--- src/rtl/icache_fetch_ctrl_if.sv ---
// Fetch controller bus bundle: prefetch request side, cache burst side and
// prefetch FIFO write side. The controller is the master.
interface icache_fetch_ctrl_if #(
  parameter int LEN_W = 5
);
  logic             pr_reset;
  logic             fetch_do;
  logic [31:0]      fetch_address;
  logic [LEN_W-1:0] fetch_length;
  logic             fetch_busy;
  logic             cache_req;
  logic [31:0]      cache_address;
  logic             cache_valid;
  logic             cache_done;
  logic [31:0]      cache_data;
  logic             fifo_write_do;
  logic [35:0]      fifo_write_data;
  logic             prefetched_do;
  logic [4:0]       prefetched_length;

  modport master (
    input  pr_reset, fetch_do, fetch_address, fetch_length,
    input  cache_valid, cache_done, cache_data,
    output fetch_busy, cache_req, cache_address,
    output fifo_write_do, fifo_write_data, prefetched_do, prefetched_length
  );

  modport slave (
    output pr_reset, fetch_do, fetch_address, fetch_length,
    output cache_valid, cache_done, cache_data,
    input  fetch_busy, cache_req, cache_address,
    input  fifo_write_do, fifo_write_data, prefetched_do, prefetched_length
  );
endinterface

--- src/rtl/icache_fetch_ctrl.sv ---
// Code-fetch controller: turns a byte-granular fetch into word-aligned cache
// bursts, trims each returned word to the requested window and tags it with
// its byte count. Optional chaining continues into following bursts.
module icache_fetch_ctrl #(
  parameter int BURST_WORDS = 4,
  parameter int LEN_W       = 5,
  parameter int CHAIN       = 1
) (
  input  logic               clk,
  input  logic               reset,
  icache_fetch_ctrl_if.master bus
);
  localparam int BEAT_W = $clog2(BURST_WORDS) + 1;

  typedef enum logic [1:0] {IDLE, WAIT, NEXT, DRAIN} state_t;

  state_t           state, state_nxt;
  logic [LEN_W-1:0] remaining, remaining_nxt;
  logic [1:0]       offset, offset_nxt;
  logic [29:0]      waddr, waddr_nxt;
  logic [BEAT_W-1:0] beat, beat_nxt;
  logic             first, first_nxt;

  logic             accept;
  logic             beat_ok;
  logic             wr;
  logic             req;
  logic [31:0]      req_addr;
  logic [2:0]       avail;
  logic [2:0]       n;
  logic [31:0]      shifted;

  assign accept  = (state == IDLE) && bus.fetch_do && (bus.fetch_length != '0) && !bus.pr_reset;
  // Beats past the burst length are a protocol error: counter saturates, word dropped.
  assign beat_ok = beat < BEAT_W'(BURST_WORDS);

  // Byte window of the current beat: only the first beat of the first burst
  // starts mid-word; the count is further clipped by what is left.
  always_comb begin
    avail   = (beat == '0 && first) ? 3'd4 - {1'b0, offset} : 3'd4;
    n       = (remaining < LEN_W'(avail)) ? remaining[2:0] : avail;
    shifted = bus.cache_data >> {3'd4 - avail, 3'b000};
  end

  assign wr = (state == WAIT) && bus.cache_valid && !bus.pr_reset && beat_ok && (remaining != '0);

  // State register and fetch context.
  always_ff @(posedge clk or posedge reset) begin
    if (reset) begin
      state     <= IDLE;
      remaining <= '0;
      offset    <= '0;
      waddr     <= '0;
      beat      <= '0;
      first     <= 1'b0;
    end else begin
      state     <= state_nxt;
      remaining <= remaining_nxt;
      offset    <= offset_nxt;
      waddr     <= waddr_nxt;
      beat      <= beat_nxt;
      first     <= first_nxt;
    end
  end

  // Next state, context updates and the burst request.
  always_comb begin
    state_nxt     = state;
    remaining_nxt = remaining;
    offset_nxt    = offset;
    waddr_nxt     = waddr;
    beat_nxt      = beat;
    first_nxt     = first;
    req           = 1'b0;
    req_addr      = {waddr, 2'b00};
    case (state)
      IDLE: begin
        if (accept) begin
          req           = 1'b1;
          req_addr      = {bus.fetch_address[31:2], 2'b00};
          remaining_nxt = bus.fetch_length;
          offset_nxt    = bus.fetch_address[1:0];
          waddr_nxt     = bus.fetch_address[31:2];
          beat_nxt      = '0;
          first_nxt     = 1'b1;
          state_nxt     = WAIT;
        end
      end
      WAIT: begin
        if (bus.pr_reset) begin
          // Burst still in flight unless it ends this very cycle.
          state_nxt = bus.cache_done ? IDLE : DRAIN;
        end else begin
          if (bus.cache_valid && beat_ok) begin
            beat_nxt = beat + 1'b1;
            if (remaining != '0) remaining_nxt = remaining - LEN_W'(n);
          end
          if (bus.cache_done) begin
            if (CHAIN != 0 && remaining_nxt != '0) begin
              waddr_nxt = waddr + 30'(BURST_WORDS);
              state_nxt = NEXT;
            end else begin
              state_nxt = IDLE;
            end
          end
        end
      end
      NEXT: begin
        if (bus.pr_reset) begin
          state_nxt = IDLE;
        end else begin
          req       = 1'b1;
          beat_nxt  = '0;
          first_nxt = 1'b0;
          state_nxt = WAIT;
        end
      end
      DRAIN: begin
        if (bus.cache_done) state_nxt = IDLE;
      end
      default: state_nxt = IDLE;
    endcase
  end

  // Outputs are held at zero while reset is asserted, even the combinational ones.
  always_comb begin
    bus.fetch_busy        = !reset && (state != IDLE);
    bus.cache_req         = !reset && req;
    bus.cache_address     = reset ? 32'd0 : req_addr;
    bus.fifo_write_do     = !reset && wr;
    bus.fifo_write_data   = (!reset && wr) ? {1'b0, n, shifted} : 36'd0;
    bus.prefetched_do     = !reset && wr;
    bus.prefetched_length = (!reset && wr) ? {2'b00, n} : 5'd0;
  end
endmodule

--- src/flat_wrapper.sv ---
// flat-port wrapper written by rule: the top's interface ports become plain ports
module icache_fetch_ctrl_flat 
#(
  parameter int BURST_WORDS = 4,
  parameter int LEN_W       = 5,
  parameter int CHAIN       = 1
)
  (clk, reset, bus_pr_reset, bus_fetch_do, bus_fetch_address, bus_fetch_length, bus_cache_valid, bus_cache_done, bus_cache_data, bus_fetch_busy, bus_cache_req, bus_cache_address, bus_fifo_write_do, bus_fifo_write_data, bus_prefetched_do, bus_prefetched_length);
  icache_fetch_ctrl_if #(.LEN_W(LEN_W)) bus_i ();
  input  logic clk;
  input  logic reset;
  input wire logic [$bits(bus_i.pr_reset)-1:0] bus_pr_reset;
  input wire logic [$bits(bus_i.fetch_do)-1:0] bus_fetch_do;
  input wire logic [$bits(bus_i.fetch_address)-1:0] bus_fetch_address;
  input wire logic [$bits(bus_i.fetch_length)-1:0] bus_fetch_length;
  input wire logic [$bits(bus_i.cache_valid)-1:0] bus_cache_valid;
  input wire logic [$bits(bus_i.cache_done)-1:0] bus_cache_done;
  input wire logic [$bits(bus_i.cache_data)-1:0] bus_cache_data;
  output wire logic [$bits(bus_i.fetch_busy)-1:0] bus_fetch_busy;
  output wire logic [$bits(bus_i.cache_req)-1:0] bus_cache_req;
  output wire logic [$bits(bus_i.cache_address)-1:0] bus_cache_address;
  output wire logic [$bits(bus_i.fifo_write_do)-1:0] bus_fifo_write_do;
  output wire logic [$bits(bus_i.fifo_write_data)-1:0] bus_fifo_write_data;
  output wire logic [$bits(bus_i.prefetched_do)-1:0] bus_prefetched_do;
  output wire logic [$bits(bus_i.prefetched_length)-1:0] bus_prefetched_length;
  assign bus_i.pr_reset = bus_pr_reset;
  assign bus_i.fetch_do = bus_fetch_do;
  assign bus_i.fetch_address = bus_fetch_address;
  assign bus_i.fetch_length = bus_fetch_length;
  assign bus_i.cache_valid = bus_cache_valid;
  assign bus_i.cache_done = bus_cache_done;
  assign bus_i.cache_data = bus_cache_data;
  assign bus_fetch_busy = bus_i.fetch_busy;
  assign bus_cache_req = bus_i.cache_req;
  assign bus_cache_address = bus_i.cache_address;
  assign bus_fifo_write_do = bus_i.fifo_write_do;
  assign bus_fifo_write_data = bus_i.fifo_write_data;
  assign bus_prefetched_do = bus_i.prefetched_do;
  assign bus_prefetched_length = bus_i.prefetched_length;
  icache_fetch_ctrl #(.BURST_WORDS(BURST_WORDS), .LEN_W(LEN_W), .CHAIN(CHAIN)) u_core (.clk(clk), .reset(reset), .bus(bus_i));
endmodule
--- config.mk ---
export PLATFORM = sky130hd
export DESIGN_NAME = icache_fetch_ctrl_flat
export DESIGN_NICKNAME = d
export VERILOG_FILES = /design/src/rtl/icache_fetch_ctrl_if.sv /design/src/rtl/icache_fetch_ctrl.sv /design/src/flat_wrapper.sv
export SDC_FILE = /design/constraint.sdc
export NUM_CORES = 1
export LEC_CHECK = 0
export CORE_UTILIZATION = 32
export DETAILED_ROUTE_END_ITERATION = 10
export PLACE_DENSITY = 0.69
export RECOVER_POWER = 25
export SYNTH_ARGS = -nofsm -noshare
export SYNTH_HDL_FRONTEND = slang
export SYNTH_SLANG_ARGS = --single-unit
--- constraint.sdc ---
create_clock -name clk -period 4.7 [get_ports clk]
set_clock_uncertainty 0.05 [all_clocks]
set_input_delay 0.705 -clock clk [delete_from_list [all_inputs] [get_ports clk]]
set_output_delay 0.705 -clock clk [all_outputs]
set_load 0.01 [all_outputs]
==> results of run 1 <==
==> how the worst max path moves through the flow <==
stage	start	to	slack [ps]
after floorplan	u_core.beat[0]$_DFFE_PP0P_	u_core.waddr[29]$_DFFE_PP0P_	700
after global placement	u_core.beat[0]$_DFFE_PP0P_	u_core.waddr[23]$_DFFE_PP0P_	310
after global routing	u_core.beat[0]$_DFFE_PP0P_	u_core.waddr[16]$_DFFE_PP0P_	30
after CTS	u_core.beat[0]$_DFFE_PP0P_	u_core.waddr[23]$_DFFE_PP0P_	170
final	bus_cache_valid	bus_fifo_write_data[24]	280
after detailed placement	u_core.beat[0]$_DFFE_PP0P_	u_core.waddr[23]$_DFFE_PP0P_	210
==> metrics by stage <==
stage                     hold slack (ps)  total power (uW)  utilization
after detailed placement              409              2180        0.463
final                                 423              2630        0.481
after global routing                  480              2830        0.481
after floorplan                       389              1660            -
after CTS                             423              2600        0.477
after global placement                402              2130        0.463
==> power breakdown <==
group | switching [uW] | internal, uW
logic | 806 | 686
registers | 208 | 515
clock network | 150 | 265
==> per-layer routing <==
layer,track usage,vias up,wire [um]
met3,0.0406,20,1230
met5,0,-,0
met4,0.0641,0,283
met1,0.266,2239,5950
li1,-,2280,-
met2,0.375,229,6860
==> state kept, by name (all words and copies together) (netlist names) <==
register          count
u_core.state          2
u_core.waddr         30
u_core.beat           3
u_core.offset         2
u_core.first          1
u_core.remaining      5
==> repair_timing <==
action                     4_1_cts  5_1_grt
setup endpoints to repair        0       20
setup buffers                    0        4
gates resized for setup          0        4
==> worst min-delay path: cells and delay by family, from the launching register on <==
family        cells  cell delay (ps)
flops             1              320
simple gates      2              120
==> synthesized netlist by cell type (all sizes together) (2+ instances only) <==
cell / count
o22ai: 2
nor2: 46
buf: 18
a21o: 5
and3: 12
o32ai: 2
nor4: 3
or4: 6
mux2i: 9
nand3: 10
a22oi: 2
o221a: 6
a32o: 3
and2: 15
and4: 3
nor2b: 2
o21ai: 26
o41ai: 2
a211oi: 20
o211ai: 5
o211a: 2
o311ai: 5
o21bai: 2
o32a: 2
nand2b: 4
o22a: 3
o21a: 2
o31ai: 3
nand3b: 2
nand2: 104
nand4: 9
a2bb2oi: 5
mux2: 2
nor3: 11
a31oi: 18
clkbuf: 34
a221o: 4
dfrtp: 43
ha: 9
a22o: 4
or2: 2
inv: 16
or3: 3
a21oi: 58
==> cell type report <==
cell class / count / area, um^2
timing repair buffer: 165 / 1610
sequential: 43 / 1080
multi-input combinational: 451 / 2750
fill: 1246 / 6340
tap: 168 / 210
clock buffer: 6 / 139
clock inverter: 2 / 35.0
inverter: 16 / 60.1
==> cell families after synthesis <==
| group | share of synthesized area |
|---|---|
| mux | 0.0276 |
| buf+inv | 0.0759 |
| flops | 0.263 |
| simple gates | 0.285 |
| compound gates | 0.310 |
| xor+xnor | 0.00429 |
| fa+ha+maj | 0.0325 |
| other cells | 0.000918 |
==> run summary, run 1 <==
clk_lat worst skew = 290 ps
RSZ-0062 raised after global routing = no
Clk pin slew, worst setup/hold paths = 60 ps
Setup crit end kind = output port
Die X-Extent = 115 um
family with the most delay on the worst path = simple AND/OR/NAND/NOR gates
syn_area_per_cell = 7.32 um^2
CP arrival = 3670 ps
Final Setup Violations = 0
Leakage = 0.00233 uW
Seq/Total Area, Yosys = 0.263
Avg Vias per Cell = 5.60
status = finished clean
vias in the first global route = 4463
TritonCTS buffer count = 5
CTS tree = yes
R2R depth = 18
GRT overflow = 0
Routed Antenna Nets = 0
DRC = 0
row cnt = 40
ratio of final minimum period to clock period = 0.940
Yosys reg bits = 43
Die Area = 13200 um^2
CP max stage cell = clkdlybuf4s50_1
most frequent cells in the layout = 144 x clkdlybuf4s50_1, 104 x nand2_1, 57 x a21oi_1, 45 x nor2_1, 43 x dfrtp_1
Final min period = 4420 ps
Slew Viols, Final = 0
drt total wl = 14300 um
CTS Hold Bufs = 0
Clock Tree Root = clkbuf_16
WL per Instance = 16.8 um
Pre-antenna DRT Iters = 5
CP peak stage delay = 540 ps
Synth cell types = 73
worst path cell trace = clkdlybuf4s50_1 -> nand2b_1 -> or3_1 -> or3_1 -> inv_1 -> nand2_1 -> nor3_2 -> and2_1 -> clkdlybuf4s50_1
Core Footprint = 12200 um^2
MaxCap Viol Count = 0
main flop type after synthesis = dfrtp_1
design area = 5880 um^2
WP buf/inv = 3
initial antenna violation count = 0
pin count of the biggest net entering global routing = 40
I/O Pins = 152
detailed-route via count = 4768
Syn-to-layout area delta = 43.8%
Die Y = 115 um
Setup CP Type = input port to output port
number of enable flip-flop cells after synthesis = 0
number of hold violations in the final report = 0
actual slew at the worst max-slew pin = 1480 ps
Placer Congestion = 0.834
TNS Setup = 0 ps
CP max FO = 11
layout cell share with drive strength beyond 1 = 0.0717
clock tree buffer depth = 2
clk sinks = 43
GRT Total Usage = 0.214
leading area contributor after synthesis = dfrtp_1
Hold Path Depth = 2
first-pass GRT wire length = 22700 um
post-DP HPWL = 10800 um
worst hold path type = register to register
CP required = 3940 ps
Async S/R FF share, synth = 1.00
largest cells by area after synthesis = dfrtp_1 26%, nand2_1 9.6%, a21oi_1 7.0%
Post-Syn Area = 4090 um^2
final setup margin = 280 ps
cells after synthesis = 558
Placed Area = 5650 um^2
DR iter-0 viols = 381
R2R setup slack = 340 ps
Cells after DPL = 838
worst r2r dst = u_core.waddr[16]$_DFFE_PP0P_
Max VDD drop = 0.192 mV
yosys warns = 0
fin nets = 767
hold path startpoint = u_core.waddr[0]$_DFFE_PP0P_
Antenna diodes = 0
number of H-tree levels = 2
post-synth top area share = 0.263
fin cells = 851
fmax = 226 MHz
CP Depth = 9
Pwr per Cell Area = 447 nW/um^2
# port buffers = 146
R2R Path Start = u_core.beat[0]$_DFFE_PP0P_
Max-slew headroom = 0.0104
Startpoint Class = input port
most common cell after layout, fill and taps aside = clkdlybuf4s50_1
Place WS = 208 ps
Initial Utilization = 0.335
hold endpoint = u_core.waddr[0]$_DFFE_PP0P_
(Power assumes the default switching activity.)
==> run 2, diff against run 1 <==
Settings changed: REMOVE_ABC_BUFFERS set to 1.
==> run summary, run 2 (synthesized netlist as in run 1, its figures left out) <==
Filler Cells Inserted = 1285 (was 1246)
CP peak stage delay = 410 ps (was 540 ps)
pin count of the biggest net entering global routing = 42 (was 40)
Final min period = 4420 ps (about the same)
Largest register FFs = 30 (unchanged)
Slew Viols, Final = 0 (unchanged)
# port buffers = 146 (unchanged)
Placer Congestion = 0.899 (was 0.834)
Pre-antenna DRT Iters = 4 (was 5)
CTS tree = yes (unchanged)
clk_lat worst skew = 280 ps (was 290 ps)
RSZ-0062 raised after global routing = no (unchanged)
clk sinks = 43 (unchanged)
TritonCTS buffer count = 5 (unchanged)
post-DP HPWL = 10600 um (was 10800 um)
fin nets = 763 (was 767)
number of H-tree levels = 2 (unchanged)
Tot Pwr = 2530 uW (was 2630 uW)
ratio of final minimum period to clock period = 0.941 (was 0.940)
fin util = 0.477 (was 0.481)
Die Area = 13200 um^2 (unchanged)
MaxCap Viol Count = 0 (unchanged)
Final Setup Violations = 0 (unchanged)
Most flops, register = u_core.waddr (unchanged)
Setup crit end kind = register (was output port)
Setup CP Type = register to register (was input port to output port)
initial antenna violation count = 1 (was 0)
met1 wire length = 6220 um (was 5950 um)
Clk pin slew, worst setup/hold paths = 70 ps (was 60 ps)
first-pass GRT wire length = 23100 um (was 22700 um)
worst path cell trace = inv_1 -> ha_1 -> and3b_1 -> nand2_1 -> ha_1 -> a21oi_1 -> o21bai_1 -> a21oi_1 -> mux2i_1 -> ha_1 -> fa_1 -> xor2_1 -> and2_1 -> o31ai_2 -> buf_4 -> nor4_4 -> buf_4 -> or3_1 -> o311ai_1 (was clkdlybuf4s50_1 -> nand2b_1 -> or3_1 -> or3_1 -> inv_1 -> nand2_1 -> nor3_2 -> and2_1 -> clkdlybuf4s50_1)
Die Y = 115 um (unchanged)
routed length on met2 = 6690 um (was 6860 um)
most common cell after layout, fill and taps aside = clkdlybuf4s50_1 (unchanged)
CP required = 4810 ps (was 3940 ps)
worst hold path type = register to register (unchanged)
row cnt = 40 (unchanged)
TNS Setup = 0 ps (unchanged)
GRT Total Usage = 0.217 (was 0.214)
Leakage = 0.00229 uW (was 0.00233 uW)
drt total wl = 14200 um (was 14300 um)
Initial Utilization = 0.335 (unchanged)
layout cell share with drive strength beyond 1 = 0.0677 (was 0.0717)
Die X-Extent = 115 um (unchanged)
Startpoint Class = register (was input port)
postcts setup bufs = 0 (unchanged)
DRC = 0 (unchanged)
vias in the first global route = 4543 (was 4463)
WL per Instance = 16.7 um (was 16.8 um)
Max VDD drop = 0.197 mV (was 0.192 mV)
Syn-to-layout area delta = 42.4% (was 43.8%)
Routed Antenna Nets = 0 (unchanged)
Core Footprint = 12200 um^2 (unchanged)
clock tree buffer depth = 2 (unchanged)
status = finished clean (unchanged)
CP max FO = 23 (was 11)
Max-slew headroom = 0.0190 (was 0.0104)
top routing layer in use = met4 (unchanged)
Pwr per Cell Area = 434 nW/um^2 (was 447 nW/um^2)
detailed-route via count = 4754 (was 4768)
CP arrival = 4530 ps (was 3670 ps)
number of hold violations in the final report = 0 (unchanged)
most frequent cells in the layout = 145 x clkdlybuf4s50_1, 104 x nand2_1, 57 x a21oi_1, 45 x nor2_1, 43 x dfrtp_1 (was 144 x clkdlybuf4s50_1, 104 x nand2_1, 57 x a21oi_1, 45 x nor2_1, 43 x dfrtp_1)
Avg Vias per Cell = 5.61 (was 5.60)
actual slew at the worst max-slew pin = 1470 ps (was 1480 ps)
Clock Tree Root = clkbuf_16 (unchanged)
CTS Hold Bufs = 0 (unchanged)
I/O Pins = 152 (unchanged)
Top Registers = u_core.waddr: 30 flops, u_core.remaining: 5 flops, u_core.beat: 3 flops (unchanged)
CP most frequent cell = ha_1
GRT overflow = 0 (unchanged)
DR WL met3 = 1120 um (was 1230 um)
DR iter-0 viols = 256 (was 381)
fmax = 226 MHz (about the same)
CP max stage cell = dfrtp_1 (was clkdlybuf4s50_1)
-- run 2: final timing paths --
check	startpoint	to	slack, ps	cells after the start
worst max register to register	u_core.beat[0]$_DFFE_PP0P_	u_core.waddr[18]$_DFFE_PP0P_	280	19
worst min register to register	u_core.waddr[0]$_DFFE_PP0P_	u_core.waddr[0]$_DFFE_PP0P_	420	2
max in group asynchronous	reset	u_core.remaining[0]$_DFFE_PP0P_	1760	4
worst max-delay path	u_core.beat[0]$_DFFE_PP0P_	u_core.waddr[18]$_DFFE_PP0P_	280	19
min in group asynchronous	reset	u_core.beat[2]$_DFFE_PP0P_	1600	3
worst min-delay path	u_core.waddr[0]$_DFFE_PP0P_	u_core.waddr[0]$_DFFE_PP0P_	420	2
-- run 2: what timing repair did --
| action | in CTS | in global routing |
|---|---|---|
| endpoints found under the hold margin | 0 | 0 |
| setup endpoints to repair | 0 | 12 |
| gates resized for setup | 0 | 3 |
-- run 2: report_power, final --
part / internal [uW] / switching (uW) / leakage, uW
clock: 199 / 156 / 0.0000664
combinational: 672 / 777 / 0.00172
sequential: 515 / 209 / 0.000504
total: 1390 / 1140 / 0.00229
-- run 2: per-stage QoR --
step / setup slack, ps / hold slack (ps) / cell area [um^2] / instances
2_1_floorplan: 135 / 389 / 3850 / 510
3_3_place_gp: 318 / 408 / 5660 / 839
3_5_place_dp: 146 / 410 / 5660 / 839
4_1_cts: 131 / 427 / 5810 / 847
5_1_grt: 31.6 / 460 / 5820 / 847
6_report: 278 / 422 / 5820 / 848
-- run 2: layout make-up --
cell class	instances	area [um^2]	area share
Tap cell	168	210	0.0361
Antenna cell	1	2.50	0.000430
Clock inverter	3	23.8	0.00408
Multi-Input combinational cell	451	2740	0.471
Timing Repair Buffer	161	1580	0.271
Inverter	16	60.1	0.0103
Sequential cell	43	1080	0.185
Clock buffer	5	125	0.0215
-- run 2: metal layers --
layer / GRT usage / vias to the layer above
met2: 0.380 / 232
met5: 0 / -
met1: 0.275 / 2243
li1: - / 2263
met3: 0.0332 / 16
met4: 0.0606 / 0
-- run 2: critical path, delay by kind of cell (launching register included) --
kind                       cells  cell delay [ps]
AOI/OAI and AO/OA              5             1010
xor gates and xnor gates       1              190
adders and majority gates      4             1100
buffers and inverters          3              490
DFF                            1              410
muxes                          1              150
and+or+nand+nor                5              890
==> run 3, diff against run 2 <==
Settings changed: SKIP_LAST_GASP set to 1.
==> results of run 3 <==
The final DEF is identical to that of run 2; final timing and power are the same.
